[src/rtl/axis_rr_arbiter_pkg.sv]
// rtl/axis_rr_arbiter_pkg.sv - shared widths, ID-width helper and drop-counter saturation constant
package axis_rr_arbiter_pkg;

    localparam int DEF_NUM_CH     = 4;
    localparam int DEF_DATA_WIDTH = 32;
    localparam int DEF_CNT_WIDTH  = 16;

    // Saturation value of the drop counter at its default width
    localparam logic [DEF_CNT_WIDTH-1:0] DROP_SAT = {DEF_CNT_WIDTH{1'b1}};

    // Width of a channel index; never narrower than one bit
    function automatic int id_width(input int n);
        return (n <= 2) ? 1 : $clog2(n);
    endfunction

endpackage

[src/rtl/axis_rr_arbiter_if.sv]
// rtl/axis_rr_arbiter_if.sv - input beats and merged output stream of the arbiter
interface axis_rr_arbiter_if
    import axis_rr_arbiter_pkg::*;
#(
    parameter int NUM_CH     = DEF_NUM_CH,
    parameter int DATA_WIDTH = DEF_DATA_WIDTH
) ();

    localparam int IDW = id_width(NUM_CH);

    logic [NUM_CH*DATA_WIDTH-1:0] S_AXIS_tdata;
    logic [NUM_CH-1:0]            S_AXIS_tvalid;
    logic [DATA_WIDTH-1:0]        M_AXIS_tdata;
    logic                         M_AXIS_tvalid;
    logic [IDW-1:0]               M_AXIS_tid;

    // Arbiter side: consumes the per-channel beats, produces the merged stream
    modport slave (
        input  S_AXIS_tdata,
        input  S_AXIS_tvalid,
        output M_AXIS_tdata,
        output M_AXIS_tvalid,
        output M_AXIS_tid
    );

    // Environment side: sources the beats, observes the merged stream
    modport master (
        output S_AXIS_tdata,
        output S_AXIS_tvalid,
        input  M_AXIS_tdata,
        input  M_AXIS_tvalid,
        input  M_AXIS_tid
    );

endinterface

[src/rtl/axis_rr_arbiter_rr_priority_pick.sv]
// rtl/axis_rr_arbiter_rr_priority_pick.sv - first pending index at or after ptr, modulo NUM_CH
module rr_priority_pick
    import axis_rr_arbiter_pkg::*;
#(
    parameter int NUM_CH = DEF_NUM_CH
) (
    input  logic [NUM_CH-1:0]           pending,
    input  logic [id_width(NUM_CH)-1:0] ptr,
    output logic                        grant_valid,
    output logic [id_width(NUM_CH)-1:0] grant_idx
);

    localparam int IDW = id_width(NUM_CH);

    // Walk upward from ptr, wrapping, and keep the first pending channel found
    always_comb begin
        logic [31:0]    idx;
        logic [IDW-1:0] cand;
        grant_valid = 1'b0;
        grant_idx   = '0;
        idx         = '0;
        cand        = '0;
        for (int i = 0; i < NUM_CH; i++) begin
            idx  = (32'(ptr) + 32'(i)) % 32'(NUM_CH);
            cand = idx[IDW-1:0];
            if (!grant_valid && pending[cand]) begin
                grant_valid = 1'b1;
                grant_idx   = cand;
            end
        end
    end

endmodule

[src/rtl/axis_rr_arbiter.sv]
// rtl/axis_rr_arbiter.sv - round-robin merge of tvalid-only streams with overwrite accounting
module axis_rr_arbiter
    import axis_rr_arbiter_pkg::*;
#(
    parameter int NUM_CH     = DEF_NUM_CH,
    parameter int DATA_WIDTH = DEF_DATA_WIDTH,
    parameter int CNT_WIDTH  = DEF_CNT_WIDTH
) (
    input  logic                  a_clk,
    input  logic                  a_rst,
    axis_rr_arbiter_if.slave      bus,
    input  logic [NUM_CH-1:0]     ch_enable,
    input  logic                  ovf_clear,
    output logic [NUM_CH-1:0]     ovf_flags,
    output logic [CNT_WIDTH-1:0]  drop_count,
    output logic [DATA_WIDTH-1:0] monitor
);

    localparam int IDW = id_width(NUM_CH);
    localparam logic [CNT_WIDTH-1:0] CNT_SAT = {CNT_WIDTH{1'b1}};

    logic [DATA_WIDTH-1:0] slot [NUM_CH];
    logic [NUM_CH-1:0]     pending;
    logic [IDW-1:0]        ptr;

    logic [DATA_WIDTH-1:0] out_tdata;
    logic                  out_tvalid;
    logic [IDW-1:0]        out_tid;

    logic [NUM_CH-1:0]     eligible;
    logic [NUM_CH-1:0]     beat;
    logic [NUM_CH-1:0]     grant_oh;
    logic [NUM_CH-1:0]     ovf_ev;
    logic                  grant_valid;
    logic [IDW-1:0]        grant_idx;
    logic [IDW-1:0]        ptr_next;
    logic [CNT_WIDTH-1:0]  ev_count;
    logic [CNT_WIDTH:0]    drop_sum;
    logic [CNT_WIDTH-1:0]  drop_next;

    rr_priority_pick #(
        .NUM_CH (NUM_CH)
    ) u_pick (
        .pending     (eligible),
        .ptr         (ptr),
        .grant_valid (grant_valid),
        .grant_idx   (grant_idx)
    );

    // Masking, grant decode, overwrite detection and saturating drop accumulation
    always_comb begin
        eligible = pending & ch_enable;
        beat     = bus.S_AXIS_tvalid & ch_enable;
        grant_oh = '0;
        if (grant_valid) begin
            grant_oh[grant_idx] = 1'b1;
        end
        // A granted channel that reloads in the same cycle is not an overwrite
        ovf_ev   = beat & pending & ~grant_oh;
        ev_count = '0;
        for (int k = 0; k < NUM_CH; k++) begin
            ev_count = ev_count + CNT_WIDTH'(ovf_ev[k]);
        end
        drop_sum  = {1'b0, drop_count} + {1'b0, ev_count};
        drop_next = drop_sum[CNT_WIDTH] ? CNT_SAT : drop_sum[CNT_WIDTH-1:0];
        ptr_next  = (grant_idx == IDW'(NUM_CH - 1)) ? '0 : grant_idx + 1'b1;
    end

    // Slot/pending update, pointer advance, registered output and overflow bookkeeping
    always_ff @(posedge a_clk) begin
        if (a_rst) begin
            pending    <= '0;
            ptr        <= '0;
            out_tdata  <= '0;
            out_tvalid <= 1'b0;
            out_tid    <= '0;
            ovf_flags  <= '0;
            drop_count <= '0;
            for (int k = 0; k < NUM_CH; k++) begin
                slot[k] <= '0;
            end
        end else begin
            for (int k = 0; k < NUM_CH; k++) begin
                if (beat[k]) begin
                    slot[k] <= bus.S_AXIS_tdata[k*DATA_WIDTH +: DATA_WIDTH];
                end
            end
            pending <= (eligible & ~grant_oh) | beat;
            if (grant_valid) begin
                ptr        <= ptr_next;
                out_tdata  <= slot[grant_idx];
                out_tid    <= grant_idx;
                out_tvalid <= 1'b1;
            end else begin
                out_tvalid <= 1'b0;
            end
            // Same-cycle overwrites survive a clear
            ovf_flags  <= (ovf_clear ? '0 : ovf_flags) | ovf_ev;
            drop_count <= ovf_clear ? ev_count : drop_next;
        end
    end

    assign bus.M_AXIS_tdata  = out_tdata;
    assign bus.M_AXIS_tvalid = out_tvalid;
    assign bus.M_AXIS_tid    = out_tid;
    assign monitor           = out_tdata;

endmodule
[src/flat_wrapper.sv]
// flat-port wrapper written by rule: the top's interface ports become plain ports
module axis_rr_arbiter_flat import axis_rr_arbiter_pkg::*;
#(
    parameter int NUM_CH     = DEF_NUM_CH,
    parameter int DATA_WIDTH = DEF_DATA_WIDTH,
    parameter int CNT_WIDTH  = DEF_CNT_WIDTH
)
  (a_clk, a_rst, ch_enable, ovf_clear, ovf_flags, drop_count, monitor, bus_S_AXIS_tdata, bus_S_AXIS_tvalid, bus_M_AXIS_tdata, bus_M_AXIS_tvalid, bus_M_AXIS_tid);
  axis_rr_arbiter_if #(.NUM_CH(NUM_CH), .DATA_WIDTH(DATA_WIDTH)) bus_i ();
  input  logic a_clk;
  input  logic a_rst;
  input  logic [NUM_CH-1:0] ch_enable;
  input  logic ovf_clear;
  output logic [NUM_CH-1:0] ovf_flags;
  output logic [CNT_WIDTH-1:0] drop_count;
  output logic [DATA_WIDTH-1:0] monitor;
  input wire logic [$bits(bus_i.S_AXIS_tdata)-1:0] bus_S_AXIS_tdata;
  input wire logic [$bits(bus_i.S_AXIS_tvalid)-1:0] bus_S_AXIS_tvalid;
  output wire logic [$bits(bus_i.M_AXIS_tdata)-1:0] bus_M_AXIS_tdata;
  output wire logic [$bits(bus_i.M_AXIS_tvalid)-1:0] bus_M_AXIS_tvalid;
  output wire logic [$bits(bus_i.M_AXIS_tid)-1:0] bus_M_AXIS_tid;
  assign bus_i.S_AXIS_tdata = bus_S_AXIS_tdata;
  assign bus_i.S_AXIS_tvalid = bus_S_AXIS_tvalid;
  assign bus_M_AXIS_tdata = bus_i.M_AXIS_tdata;
  assign bus_M_AXIS_tvalid = bus_i.M_AXIS_tvalid;
  assign bus_M_AXIS_tid = bus_i.M_AXIS_tid;
  axis_rr_arbiter #(.NUM_CH(NUM_CH), .DATA_WIDTH(DATA_WIDTH), .CNT_WIDTH(CNT_WIDTH)) u_core (.a_clk(a_clk), .a_rst(a_rst), .bus(bus_i), .ch_enable(ch_enable), .ovf_clear(ovf_clear), .ovf_flags(ovf_flags), .drop_count(drop_count), .monitor(monitor));
endmodule
[config.mk]
export PLATFORM = sky130hd
export DESIGN_NAME = axis_rr_arbiter_flat
export DESIGN_NICKNAME = d
export VERILOG_FILES = /design/src/rtl/axis_rr_arbiter_pkg.sv /design/src/rtl/axis_rr_arbiter_if.sv /design/src/rtl/axis_rr_arbiter_rr_priority_pick.sv /design/src/rtl/axis_rr_arbiter.sv /design/src/flat_wrapper.sv
export SDC_FILE = /design/constraint.sdc
export NUM_CORES = 1
export LEC_CHECK = 0
export ABC_AREA = 1
export ABC_CLOCK_PERIOD_IN_PS = 12700
export BUFFER_PORTS_ARGS = -buffer_cell sky130_fd_sc_hd__buf_2
export CAP_MARGIN = 40
export CORE_MARGIN = 2
export CORE_UTILIZATION = 45
export DETAILED_ROUTE_END_ITERATION = 10
export PLACE_DENSITY = 0.68
export SLEW_MARGIN = 20
export SYNTH_ARGS = -nofsm -noshare
export SYNTH_HDL_FRONTEND = slang
export SYNTH_HIERARCHICAL = 1
export SYNTH_SLANG_ARGS = --single-unit
export TNS_END_PERCENT = 100
[constraint.sdc]
create_clock -name a_clk -period 12.7 [get_ports a_clk]
set_input_delay 1.27 -clock a_clk [delete_from_list [all_inputs] [get_ports a_clk]]
set_output_delay 1.27 -clock a_clk [all_outputs]
set_load 0.1 [all_outputs]
### Word level (Yosys, flattened, before mapping)

Memory sizes are Yosys's and may differ from the RTL's. A register that Yosys moved wholly into a read port is not among the register bits.
Index checks and enable logic that the tools add are counted.

* muxes and demuxes: 42
* eq/ne operators: 1
* $add $sub $neg: 8
* reduce and logical (&&, ||, !) cells: 7
* bitwise logic cells: 12
* order comparisons: 6

Operators by type and width (number)
* 2-to-1 mux 32 bit: 4
* adder 16 x 1 -> 16 bit: 2
* 2-to-1 mux 16 bit: 2
* 2-to-1 mux 1 bit: 24
* bitwise AND 4 bit: 5
* adder 16 x 16 -> 17 bit: 1
* < comparator 2 x 3 -> 1 bit (second input constant): 5
* 2-to-1 mux 2 bit: 5
* binary-select mux 1 bit (select 2 bit): 4
* 2-to-1 mux 4 bit: 2
* OR 4 bit: 2
* adder 2 x 1 -> 2 bit (second input constant): 2
* adder 2 bit (second input constant): 2
* logical AND 1 bit: 4
* NOT 4 bit: 1
* OR 1 bit: 4
* zero test 1 bit: 3
* adder 1 x 1 -> 2 bit: 1
* demux 1 bit (select 2 bit): 1
* == test 2 bit (second input constant): 1
* >= comparator 2 x 1 -> 1 bit (second input constant): 1

* RAM bits: 128
* memories kept: 1
* word-level logic and storage cells: 83
* register bits: 29
* output and inout port bits: 87
* input port bits: 139

Memories
* u_core.slot: words 4, bits a word 32, rd ports 1, clocked after memory_dff 1, write ports 4, RTL line axis_rr_arbiter.sv:22 `logic [DATA_WIDTH-1:0] slot [NUM_CH];`

### Logic depth before layout (Yosys ltp)

Gate-level depths: netlist of the first run.

* depth after elaboration: 26
* gate-level depth with buffers: 33
* gate-level depth less buffers: 30

### Hierarchy

Netlist of the first run, hierarchy kept.

Modules (own cells, without submodules)
* axis_rr_arbiter: seq. area each 5064.9 um2, area an instance 8829.7 um2, cells each 1001, times used 1
* rr_priority_pick: seq. area each 0.0 um2, area an instance 319.1 um2, cells each 59, times used 1

### Least setup slack after synthesis of the first run

No wires, ideal clock.

* path kind: input -> register
* start point: in ch_enable[2]
* end point: reg u_core.drop_count[10]
* setup time: 0.109 ns
* arrival time: 4.936 ns
* setup slack: 7.655 ns
* path buffers: 3
* stages on the path: 32
* data required time: 12.591 ns
* cells stage by stage: nand2_1 > inv_1 > inv_1 > nand2_1 > nand3_2 > nand2_4 > nor2_4 > nand3_2 > nand2_1 > nand2_1 > inv_1 > buf_6 > inv_2 > buf_6 > buf_6 > ha_1 > nand2_1 > nand3_1 > inv_1 > fa_1 > ha_1 > ha_1 > inv_1 > fa_1 > inv_1 > nand3_1 > nand2_2 > nand2_1 > o21ai_1 > nand3_1 > nand2_1 > inv_1

* cells in the longest elaborated chain, start to end: 26
* elaborated cells between the ends (all ways): 39
* those cells by class: add/sub: 4; order compare: 2; mux: 21; bitwise: 5; reduce/logical: 7

RTL lines
* start: declaration: RTL line flat_wrapper.sv:12 `input logic [NUM_CH-1:0] ch_enable;`
* bitwise AND 4 bit (*): RTL line axis_rr_arbiter.sv:52 `eligible = pending & ch_enable;`
* via u_core.eligible[2]: RTL line axis_rr_arbiter.sv:30 `logic [NUM_CH-1:0] eligible;`
* binary-select mux 1 bit (select 2 bit): RTL line axis_rr_arbiter_rr_priority_pick.sv:26 `if (!grant_valid && pending[cand]) begin`
* 2-to-1 mux 1 bit (not written as such): RTL line axis_rr_arbiter_rr_priority_pick.sv:26
* 2-to-1 mux 1 bit: RTL line axis_rr_arbiter_rr_priority_pick.sv:26
* zero test 1 bit: RTL line axis_rr_arbiter_rr_priority_pick.sv:26
* logical AND 1 bit: RTL line axis_rr_arbiter_rr_priority_pick.sv:26
* 2-to-1 mux 1 bit: RTL line axis_rr_arbiter_rr_priority_pick.sv:26
* [6 not listed]
* via u_core.grant_idx[0]: RTL line axis_rr_arbiter.sv:35 `logic [IDW-1:0] grant_idx;`
* [5 not listed]
* NOT 4 bit (*): RTL line axis_rr_arbiter.sv:59 `ovf_ev = beat & pending & ~grant_oh;`
* bitwise AND 4 bit (*): RTL line axis_rr_arbiter.sv:59
* adder 1 x 1 -> 2 bit: RTL line axis_rr_arbiter.sv:62 `ev_count = ev_count + CNT_WIDTH'(ovf_ev[k]);`
* adder 16 x 1 -> 16 bit: RTL line axis_rr_arbiter.sv:62
* adder 16 x 1 -> 16 bit (*): RTL line axis_rr_arbiter.sv:62
* adder 16 x 16 -> 17 bit: RTL line axis_rr_arbiter.sv:64 `drop_sum = {1'b0, drop_count} + {1'b0, ev_count};`
* 2-to-1 mux 16 bit: RTL line axis_rr_arbiter.sv:65 `drop_next = drop_sum[CNT_WIDTH] ? CNT_SAT : drop_sum[CNT_WIDTH-1:0];`
* 2-to-1 mux 16 bit (*): RTL line axis_rr_arbiter.sv:99 `drop_count <= ovf_clear ? ev_count : drop_next;`
* end signal: assignment: RTL line axis_rr_arbiter.sv:99
* end: declaration: RTL line axis_rr_arbiter.sv:15 `output logic [CNT_WIDTH-1:0] drop_count,`

Mark *: on every way through the listed nets, which the timed path passes. The rest lies on a longest branch. The select of a mux whose other input is x is not followed.
A chain may end at the register's enable or synchronous reset.

### Worst setup path after layout of the first run

* start point: in ch_enable[1]
* end point: reg u_core.drop_count[15]

The elaborated chain is that of the path after synthesis.

==> metrics list, run 1 <==
* Detailed Place HPWL: 16,000 microns
* Core area: 0.02010 sq mm
- CP peak stage delay: ~0.45 ns
- STA classifies the critical path endpoint as a flop.
- Counting along the longest clock path gives a buffer depth of 2.
* Die width: 146.6 microns
* Met3 GRT Util: 4.031%
- Outcome: finished, final reports clean
- Final global-route overflow total: 0
- Share of layout cells above drive strength 1: ~27%
* Buffer cell driving the clock tree root: sky130_fd_sc_hd__clkbuf_16
- For this run, global-route usage on met2 was measured as 36.27%.
- Max-capacitance violation count: 0
- Counting I/O delays and the setup requirement, the final critical path takes ~5.6 ns.
- Area occupied by multi-input gates: around 0.0029 sq mm
- The worst-case IR drop observed on VDD is 0.0001586 V.
- Number of cells produced by synthesis: around 1,100
* Dominant cell type by count on the critical path: sky130_fd_sc_hd__inv_1
- Number of hold violations in the final report: 0
- The number of different library cells used by synthesis comes to 28.
* Total GRT Usage: between 20% and 30%
- The first global-routing pass estimated between 30,000 and 40,000 microns of wire.
* Global routing met1 resource utilization: 29.75%
- The final layout contains 1,390 nets.
* Detail-routed net length per standard cell: 15.51 microns
- Post-Syn Area per Cell: 8.631 sq um
- Post-Synthesis Net Count: roughly 1,200
- The total count of max-transition violations in the final report came to 0.
- After clock tree synthesis, the clock-pin slew on the worst setup and hold paths is 0.07 ns.
- Total via count after detailed routing: 7,478
- Depth of the CTS H-tree: 4
- Y dimension of the die: 146.6 microns
- Leak: roughly 0.0055 uW
- Worst slew slack as a fraction of its limit: about 53%
- TritonCTS built the clock tree.
- Proportion of netlist area held by the largest area contributor: 42.01%
* Maximum number of pins on one net before global-route repair: 67
- Number of gates resized after CTS: 0
- Register bit count reported by yosys: between 150 and 200
- Gpl congestion: about 0.9
* Setup Viol. Count Final: 0
- In this run the worst path has a maximum fanout of 35.
- The synthesized design contains 128 enable-type register cells.
* Final non-filler cell area: 0.01111 sq mm
- Most used flip-flop cell after synthesis: sky130_fd_sc_hd__edfxtp_1
- Counting flops with an async set or reset pin after synthesis yields a share of 0%.
* Initial antenna violation count: 1
- Adding up every negative setup slack in the final design gives 0 ns.
- The worst path uses 43.88% of the clock period.
* Cell at the slowest stage of the critical path: sky130_fd_sc_hd__fa_1
- Setup repair after global routing left no endpoint under its margin.
- Number of placement rows: between 50 and 60
- The number of hold buffers added after CTS was 0.
* Clock skew after layout: roughly 0.011 ns
- The largest total area in the synthesized netlist belongs to sky130_fd_sc_hd__edfxtp_1.
- At the later pin of the worst-skew pair, clock insertion delay measures between 0.4 and 0.5 ns.
- # port buffers: 225
- For the worst setup path, the data arrival time is between 5 and 6 ns.
- In the post-synthesis netlist, the biggest area contributors are sky130_fd_sc_hd__edfxtp_1, sky130_fd_sc_hd__dfxtp_1, sky130_fd_sc_hd__nor2_1, sky130_fd_sc_hd__inv_1, sky130_fd_sc_hd__o21ai_0.
- The die covers 0.02149 sq mm.
- For this run, the register share of the synthesized area comes to 55.36%.
- Remaining DRCs: 0
- STA puts the critical path data required time at between 10 and 15 ns.
- In the routed layout, each cell is associated on average with a via count of 4.907.
* Global-route layer with the greatest usage: met2
- Util after Layout: 55.25%
- Counting the fill cells in the layout gives ~1,800.
- In this run the power density over the cells is 251.8 mW/mm^2.
* Number of iterations in the first detailed-routing pass: 5
* Area occupied by registers: 0.005065 sq mm
* Transition time at the pin with the least slew margin: about 0.7 ns
* Clock sink count: 189
- The commonest cells after synthesis are sky130_fd_sc_hd__nor2_1, sky130_fd_sc_hd__inv_1, sky130_fd_sc_hd__edfxtp_1, sky130_fd_sc_hd__nand2_1, sky130_fd_sc_hd__o21ai_0.
- For this configuration, the core starts out at a cell density of 45.51%.
- Total detailed-routing wirelength: 23,640 microns
* Number of global-route vias before repair: 7,090
- Compared with the post-synthesis result, the final layout area differs by 21.42%.
* Buffers inserted by post-CTS timing repair: 0
- Warnings from Yosys: 6
* Antenna Nets Post-Route: 0
- The critical path is of the input pin to flop type.
- Most instantiated library cell after synthesis: sky130_fd_sc_hd__nor2_1
- Maximum clock rate: around 180 MHz
* Violation count after the first detailed-route iteration: 707
- Syn Std Cell Area: 0.009149 sq mm
- Crit path launch type: input pin
- TritonCTS buffer count: 17
- Worst min-delay path category: flop to flop
- Total placed instance area: 0.01038 sq mm
* Top-level I/O count: 226
## kinds of logic after synthesis
| family | share of synthesized area (%) |
|---|---|
| AO/OA/AOI/OAI | 9.177 |
| buffers and inverters | 13.44 |
| adder cells (fa/ha/maj) | 1.669 |
| XOR/XNOR | 0.5744 |
| AND/OR/NAND/NOR | 19.78 |
| flip-flops | 55.36 |
## power by group
| group | total, uW | leakage (uW) | switching, uW | internal [uW] |
|---|---|---|---|---|
| logic | 1420 | 0.00339 | 1110 | 309 |
| clock network | 583 | 0.000314 | 232 | 351 |
| registers | 792 | 0.00180 | 51.4 | 741 |
## per-layer routing
layer	share of wire, %	wire, microns	vias to the layer above
li1	-	-	3680
met1	42	9938	3442
met2	48	11410	320
met3	7.9	1865	36
met4	1.8	433	0
met5	0	0	-
## sequential cells by signal (all words and copies together) (netlist names)
register / cells
u_core/bus.M_AXIS_tdata: 32
u_core/bus.M_AXIS_tid: 2
u_core/bus.M_AXIS_tvalid: 1
u_core/drop_count: 16
u_core/ovf_flags: 4
u_core/pending: 4
u_core/ptr: 2
u_core/slot: 128
## stage by stage
step,power (uW),worst slack [ns],instances,hold WS [ns]
floorplan,1991,7.655,1060,0.4825
global placement,2165,6.843,1480,0.4469
detailed placement,2202,6.744,1488,0.4523
CTS,2783,7.168,1520,0.4697
global route,2934,6.714,1524,0.5025
finish,2797,7.127,1524,0.4688
## area by class of cell
class | count | share of cell area [%]
inverters | 197 | 6.657
diodes | 1 | 0.02253
clock inverters | 14 | 1.926
flip-flops and latches | 189 | 45.60
well taps | 270 | 3.041
clock buffers | 18 | 3.863
repair buffers | 240 | 12.93
multi-input cells | 595 | 25.96
## cell usage in the layout, fill, tap and decap left out, drive strengths merged
| cell type | n |
|---|---|
| diode | 1 |
| nor2 | 283 |
| clkbuf | 18 |
| ha | 9 |
| fa | 2 |
| nand3b | 1 |
| a31oi | 3 |
| edfxtp | 128 |
| o22ai | 32 |
| nand2 | 92 |
| dfxtp | 61 |
| clkinv | 5 |
| nand4 | 8 |
| xnor2 | 1 |
| o21ai | 109 |
| nand3 | 35 |
| a21oi | 15 |
| inv | 200 |
| bufinv | 5 |
| buf | 240 |
| xor2 | 5 |
| clkinvlp | 1 |
## worst max-delay path: cells and delay by family
kind	cells	cell delay (ns)
fa+ha+maj	5	1.74
simple gates	15	1.67
buf+inv	8	1.24
## worst paths after layout
| kind | startpoint | endpoint | slack [ns] | cells past startpoint |
|---|---|---|---|---|
| max | ch_enable[1] | u_core/drop_count[15] | 7.13 | 28 |
| min reg2reg | u_core/ovf_flags[3] | u_core/ovf_flags[3] | 0.47 | 2 |
| max reg2reg | u_core/ptr[0] | u_core/drop_count[15] | 7.41 | 26 |
| min | u_core/ovf_flags[3] | u_core/ovf_flags[3] | 0.47 | 2 |
Note: power is estimated with default switching activity, not from simulation.
==> run 2: changes to the inputs <==
--- a/config.mk
+++ b/config.mk
@@ -5,14 +5,14 @@
 export SDC_FILE = /design/constraint.sdc
 export NUM_CORES = 1
 export LEC_CHECK = 0
-export ABC_AREA = 1
-export ABC_CLOCK_PERIOD_IN_PS = 12700
+export ABC_AREA = 0
+export ABC_CLOCK_PERIOD_IN_PS = 5150
 export BUFFER_PORTS_ARGS = -buffer_cell sky130_fd_sc_hd__buf_2
 export CAP_MARGIN = 40
 export CORE_MARGIN = 2
 export CORE_UTILIZATION = 45
 export DETAILED_ROUTE_END_ITERATION = 10
-export PLACE_DENSITY = 0.68
+export PLACE_DENSITY = 0.69
 export SLEW_MARGIN = 20
 export SYNTH_ARGS = -nofsm -noshare
 export SYNTH_HDL_FRONTEND = slang
==> constraint.sdc (replaced) <==
create_clock -name a_clk -period 5.15 [get_ports a_clk]
set_input_delay 0.515 -clock a_clk [delete_from_list [all_inputs] [get_ports a_clk]]
set_output_delay 0.515 -clock a_clk [all_outputs]
set_load 0.1 [all_outputs]
==> run 2 against run 1 <==
  * Critical path depth decreased by 11
  * Routed wire length fell by 17%
  * Clock power up 120%
  * Die area down 7.5%
  * First-iteration DRC count is 61% lower
  * Setup slack worse by 6.7 ns
  * Synthesized cell count down 39%
  * Critical endpoint is now u_core/drop_count[0]
  * Critical path type is now flop to flop
  * Sequential power increased by 120%
  * Sequential share of layout area rose by 3.7 points
==> metrics list, run 2 <==
- The final hold violation count came to 0 (unchanged).
* Adder-cell share of the synthesized area: 1.808% (was 1.668%)
- Number of gates resized after CTS: 0 (unchanged)
- The number of flip-flops under the largest register name came to 128 (unchanged).
- The largest register by flop count was u_core/slot (unchanged).
- The post-synthesis share of cell area spent on and, or, nand and nor gates came to 15.40% (was 19.78%).
- Share of layout cells above drive strength 1: 38.00% (was 26.90%)
- Transition time at the pin with the least slew margin: 0.7803 ns (was 0.7011 ns)
* Cell at the slowest stage of the critical path: sky130_fd_sc_hd__or4_4 (was sky130_fd_sc_hd__fa_1)
- The number of global-route vias before repair came to 5,413 (was 7,090).
- The number of sinks driven by the clock tree is 189 (unchanged).
- The total count of max-transition violations in the final report was 0 (unchanged).
* Worst EP arrival: 5.02 ns (was 5.95 ns)
* Initial antenna violation count: 1 (unchanged)
- Violation count after the first detailed-route iteration: 273 (was 707)
- WS Path Type: flop to flop (was input pin to flop)
- Die width: 141.0 microns (was 146.6 microns)
- The number of storage elements in the synthesis netlist was 189 (unchanged).
- The detailed-route wire length per cell is 18.14 microns (was 15.51 microns).
- The commonest register cell after synthesis is sky130_fd_sc_hd__edfxtp_1 (unchanged).
- The TritonCTS buffer count was 17 (unchanged).
- Endpoint required time on the critical path: 5.48 ns (was 13.08 ns)
* Delay-heaviest family, CP: adder cells (unchanged)
- The signal on the critical path passes through and2_1 -> inv_1 -> a221o_1 -> a21oi_4 -> inv_1 -> ha_1 -> a21boi_0 -> and2_1 -> fa_1 -> ha_1 -> ha_1 -> inv_1 -> fa_1 -> nor2b_1 -> o21ai_0 -> or4_4 -> a221oi_1.
* Final total power: 3759 uW (was 2797 uW)
- Number of iterations in the first detailed-routing pass: 4 (was 5)
- The total cell area at the placement stage came to 0.009692 sq mm (was 0.01038 sq mm).
- Counting I/O delays and the setup requirement, the final critical path takes 4.695 ns.
* Unique masters post-synth: 53 (was 28)
* Crit path launch type: flop (was input pin)
* Maximum number of pins on one net before global-route repair: 47 (was 67)
* Antenna Nets Post-Route: 0 (unchanged)
- P&R area growth vs syn: 21.67% (was 21.42%)
* Outcome: finished, final reports clean (unchanged)
- The largest clock skew in the final design was 0.01251 ns (was 0.01081 ns).
- The top cell type's share of synthesized area came to 45.52% (was 42.01%).
* Die Footprint: 0.01987 sq mm (was 0.02149 sq mm)
- The starting density of the core is 45.44% (was 45.51%).
- Depth of the CTS H-tree: 4 (unchanged)
- Remaining DRCs: 0 (unchanged)
- The final instance area came to 0.01027 sq mm (was 0.01111 sq mm).
- The synthesized net count came to 794 (was 1,210).
- The share of synthesized area spent on multiplexers is 12.00% (was 0%).
- Cells taking the most area after synthesis: sky130_fd_sc_hd__edfxtp_1, sky130_fd_sc_hd__dfxtp_1, sky130_fd_sc_hd__and2_1, sky130_fd_sc_hd__mux4_2, sky130_fd_sc_hd__mux2i_1 (was sky130_fd_sc_hd__edfxtp_1, sky130_fd_sc_hd__dfxtp_1, sky130_fd_sc_hd__nor2_1, sky130_fd_sc_hd__inv_1, sky130_fd_sc_hd__o21ai_0)
* Synthesized-area fraction occupied by xor and xnor cells: 0.4149% (was 0.5744%)
* Total GRT Usage: 19.77% (was 22.06%)
- Max FO, Critical Path: 11 (was 35)
- The number of endpoints failing setup at the final stage was 0 (unchanged).
* Top-level I/O count: 226 (unchanged)
* Total via count after detailed routing: 5,448 (was 7,478)
- The hold-fix buffer count after cts is 0 (unchanged).
- Leading cell types by count after synthesis: sky130_fd_sc_hd__and2_1, sky130_fd_sc_hd__edfxtp_1, sky130_fd_sc_hd__dfxtp_1, sky130_fd_sc_hd__nor2_1, sky130_fd_sc_hd__mux2i_1 (was sky130_fd_sc_hd__nor2_1, sky130_fd_sc_hd__inv_1, sky130_fd_sc_hd__edfxtp_1, sky130_fd_sc_hd__nand2_1, sky130_fd_sc_hd__o21ai_0)
* Net count, final: 987 (was 1,390)
* Total detailed-routing wirelength: 19,680 microns (was 23,640 microns)
* Worst slew slack as a fraction of its limit: 47.98% (was 53.12%)
- Gpl congestion: 0.8113 (was 0.9027)
* Final global-route overflow total: 0 (unchanged)
- The clock transition at the register clock pins on the worst setup and hold paths after CTS is 0.08 ns (was 0.07 ns).
* Worst IR drop on VDD: 0.0002082 V (was 0.0001586 V)
* # port buffers: 225 (unchanged)
* Final critical-path share of the clock period: 91.16%
* Per-cell via count in the routed design: 5.021 (was 4.907)
- The height of the die is 141.0 microns (was 146.6 microns).
* Most used cells in the layout excluding fill and tap cells: sky130_fd_sc_hd__buf_2, sky130_fd_sc_hd__and2_1, sky130_fd_sc_hd__edfxtp_1, sky130_fd_sc_hd__dfxtp_1, sky130_fd_sc_hd__mux2i_1 (was sky130_fd_sc_hd__nor2_1, sky130_fd_sc_hd__buf_2, sky130_fd_sc_hd__inv_1, sky130_fd_sc_hd__edfxtp_1, sky130_fd_sc_hd__nand2_1)
- Latest clock arrival within the worst-skew pair: 0.42 ns (was 0.44 ns)
- Post-Syn Area per Cell: 13.11 sq um (was 8.631 sq um)
- Proportion of synthesized chip area in sequential cells: 59.99% (was 55.36%)
- CP peak stage delay: 0.67 ns (was 0.45 ns)
* Buffer cell driving the clock tree root: sky130_fd_sc_hd__clkbuf_16 (unchanged)
- The number of buffer and inverter stages on the critical path was 3 (was 8).
- Number of cells produced by synthesis: 644 (was 1,060)
- The worst hold margin is 0.3595 ns (was 0.4688 ns).
* Detailed Place HPWL: 13,220 microns (was 16,000 microns)
- Leak: 0.004303 uW (was 0.005506 uW)
* Power density cells: 366.0 mW/mm^2 (was 251.8 mW/mm^2)
- The max-cap check violation count is 0 (unchanged).
- The most frequent cell after synthesis was sky130_fd_sc_hd__and2_1 (was sky130_fd_sc_hd__nor2_1).
* Library cell with the largest summed area after synthesis: sky130_fd_sc_hd__edfxtp_1 (unchanged)
* Core area: 0.01858 sq mm (was 0.02010 sq mm)
- The clock tree from TritonCTS is yes (unchanged).
- The wire length of the first global-routing pass was 29,460 microns (was 36,790 microns).
- Worst min-delay path category: input pin to flop (was flop to flop)
- Main combinational cell family by area after synthesis: simple AND/OR/NAND/NOR gates (unchanged)
* Share of flip-flops with an asynchronous set or reset: 0% (unchanged)
* Share of the synthesized area in compound gates (AO/OA/AOI/OAI): 5.039% (was 9.177%)
- Buffers inserted by post-CTS timing repair: 0 (unchanged)
- Leading cell type in the layout, fill and taps excluded: sky130_fd_sc_hd__buf_2 (was sky130_fd_sc_hd__nor2_1)
* Total Negative Setup Slacks: 0 ns (unchanged)
- Syn Std Cell Area: 0.008443 sq mm (was 0.009149 sq mm)
* Setup repair after global routing missed its margin: false (unchanged)
* Capturing element type of the critical path: flop (unchanged)
- Maximum clock rate: 213.0 MHz
* Number of synthesized flops with an enable pin: 128 (unchanged)
- Max Buffers Root-to-Sink: 2 (unchanged)
- Number of placement rows: 50 (was 52)
* Warnings from Yosys: 6 (unchanged)
## run 2: cell types whose count changed after synthesis, sizes merged, moves of 36 or more
| cell | delta |
|---|---|
| and2 | +137 |
| inv | -178 |
| mux2i | +36 |
| nand2 | -78 |
| nor2 | -245 |
| o21ai | -102 |
## run 2: report_power, final
| group | switching, uW | internal (uW) | leakage (uW) |
|---|---|---|---|
| Combinational | 512 | 190 | 0.00223 |
| Sequential | 40.5 | 1730 | 0.00180 |
| Clock | 590 | 693 | 0.000274 |
| Total | 1140 | 2620 | 0.00430 |
## run 2: logic make-up after synthesis
logic type      count (synthesis)
simple gates                  225
xor+xnor                        4
fa+ha+maj                      11
flops                         189
compound gates                 63
mux                            68
buf+inv                        84
## run 2: metrics by stage
stage                     worst slack, ns  utilization, %  std cells
after floorplan                    0.1348               -        644
after global routing               0.2280           55.29       1085
after detailed placement           0.1783           52.16       1052
final                              0.4555           55.29       1085
after global placement             0.3046           51.69       1048
after CTS                          0.4740           55.27       1084
## run 2: final timing paths
check / startpoint / cells past startpoint / slack, ns / to
max: u_core/pending[1] / 17 / 0.46 / u_core/drop_count[0]
max reg2reg: u_core/pending[1] / 17 / 0.46 / u_core/drop_count[0]
min reg2reg: u_core/bus.M_AXIS_tid[0] / 2 / 0.50 / u_core/bus.M_AXIS_tid[0]
min: bus_S_AXIS_tdata[103] / 2 / 0.36 / u_core/slot[3][7]
## run 2: cell type report
type                    count  area (sq um)
diodes                      1         2.502
fillers                  1577          8308
flip-flops and latches    189          5065
repair buffers            239          1289
inverters                  19         71.32
well taps                 234         292.8
clock buffers              19         442.9
multi-input cells         371          2974
clock inverters            13         135.1
## run 2: per-layer routing
metal	up-vias	part of all wire (%)	global-route usage, %
met5	-	0	0
met2	188	50	34.20
met1	2600	43	25.19
met3	22	5.1	3.329
li1	2638	-	-
met4	0	1.9	7.158
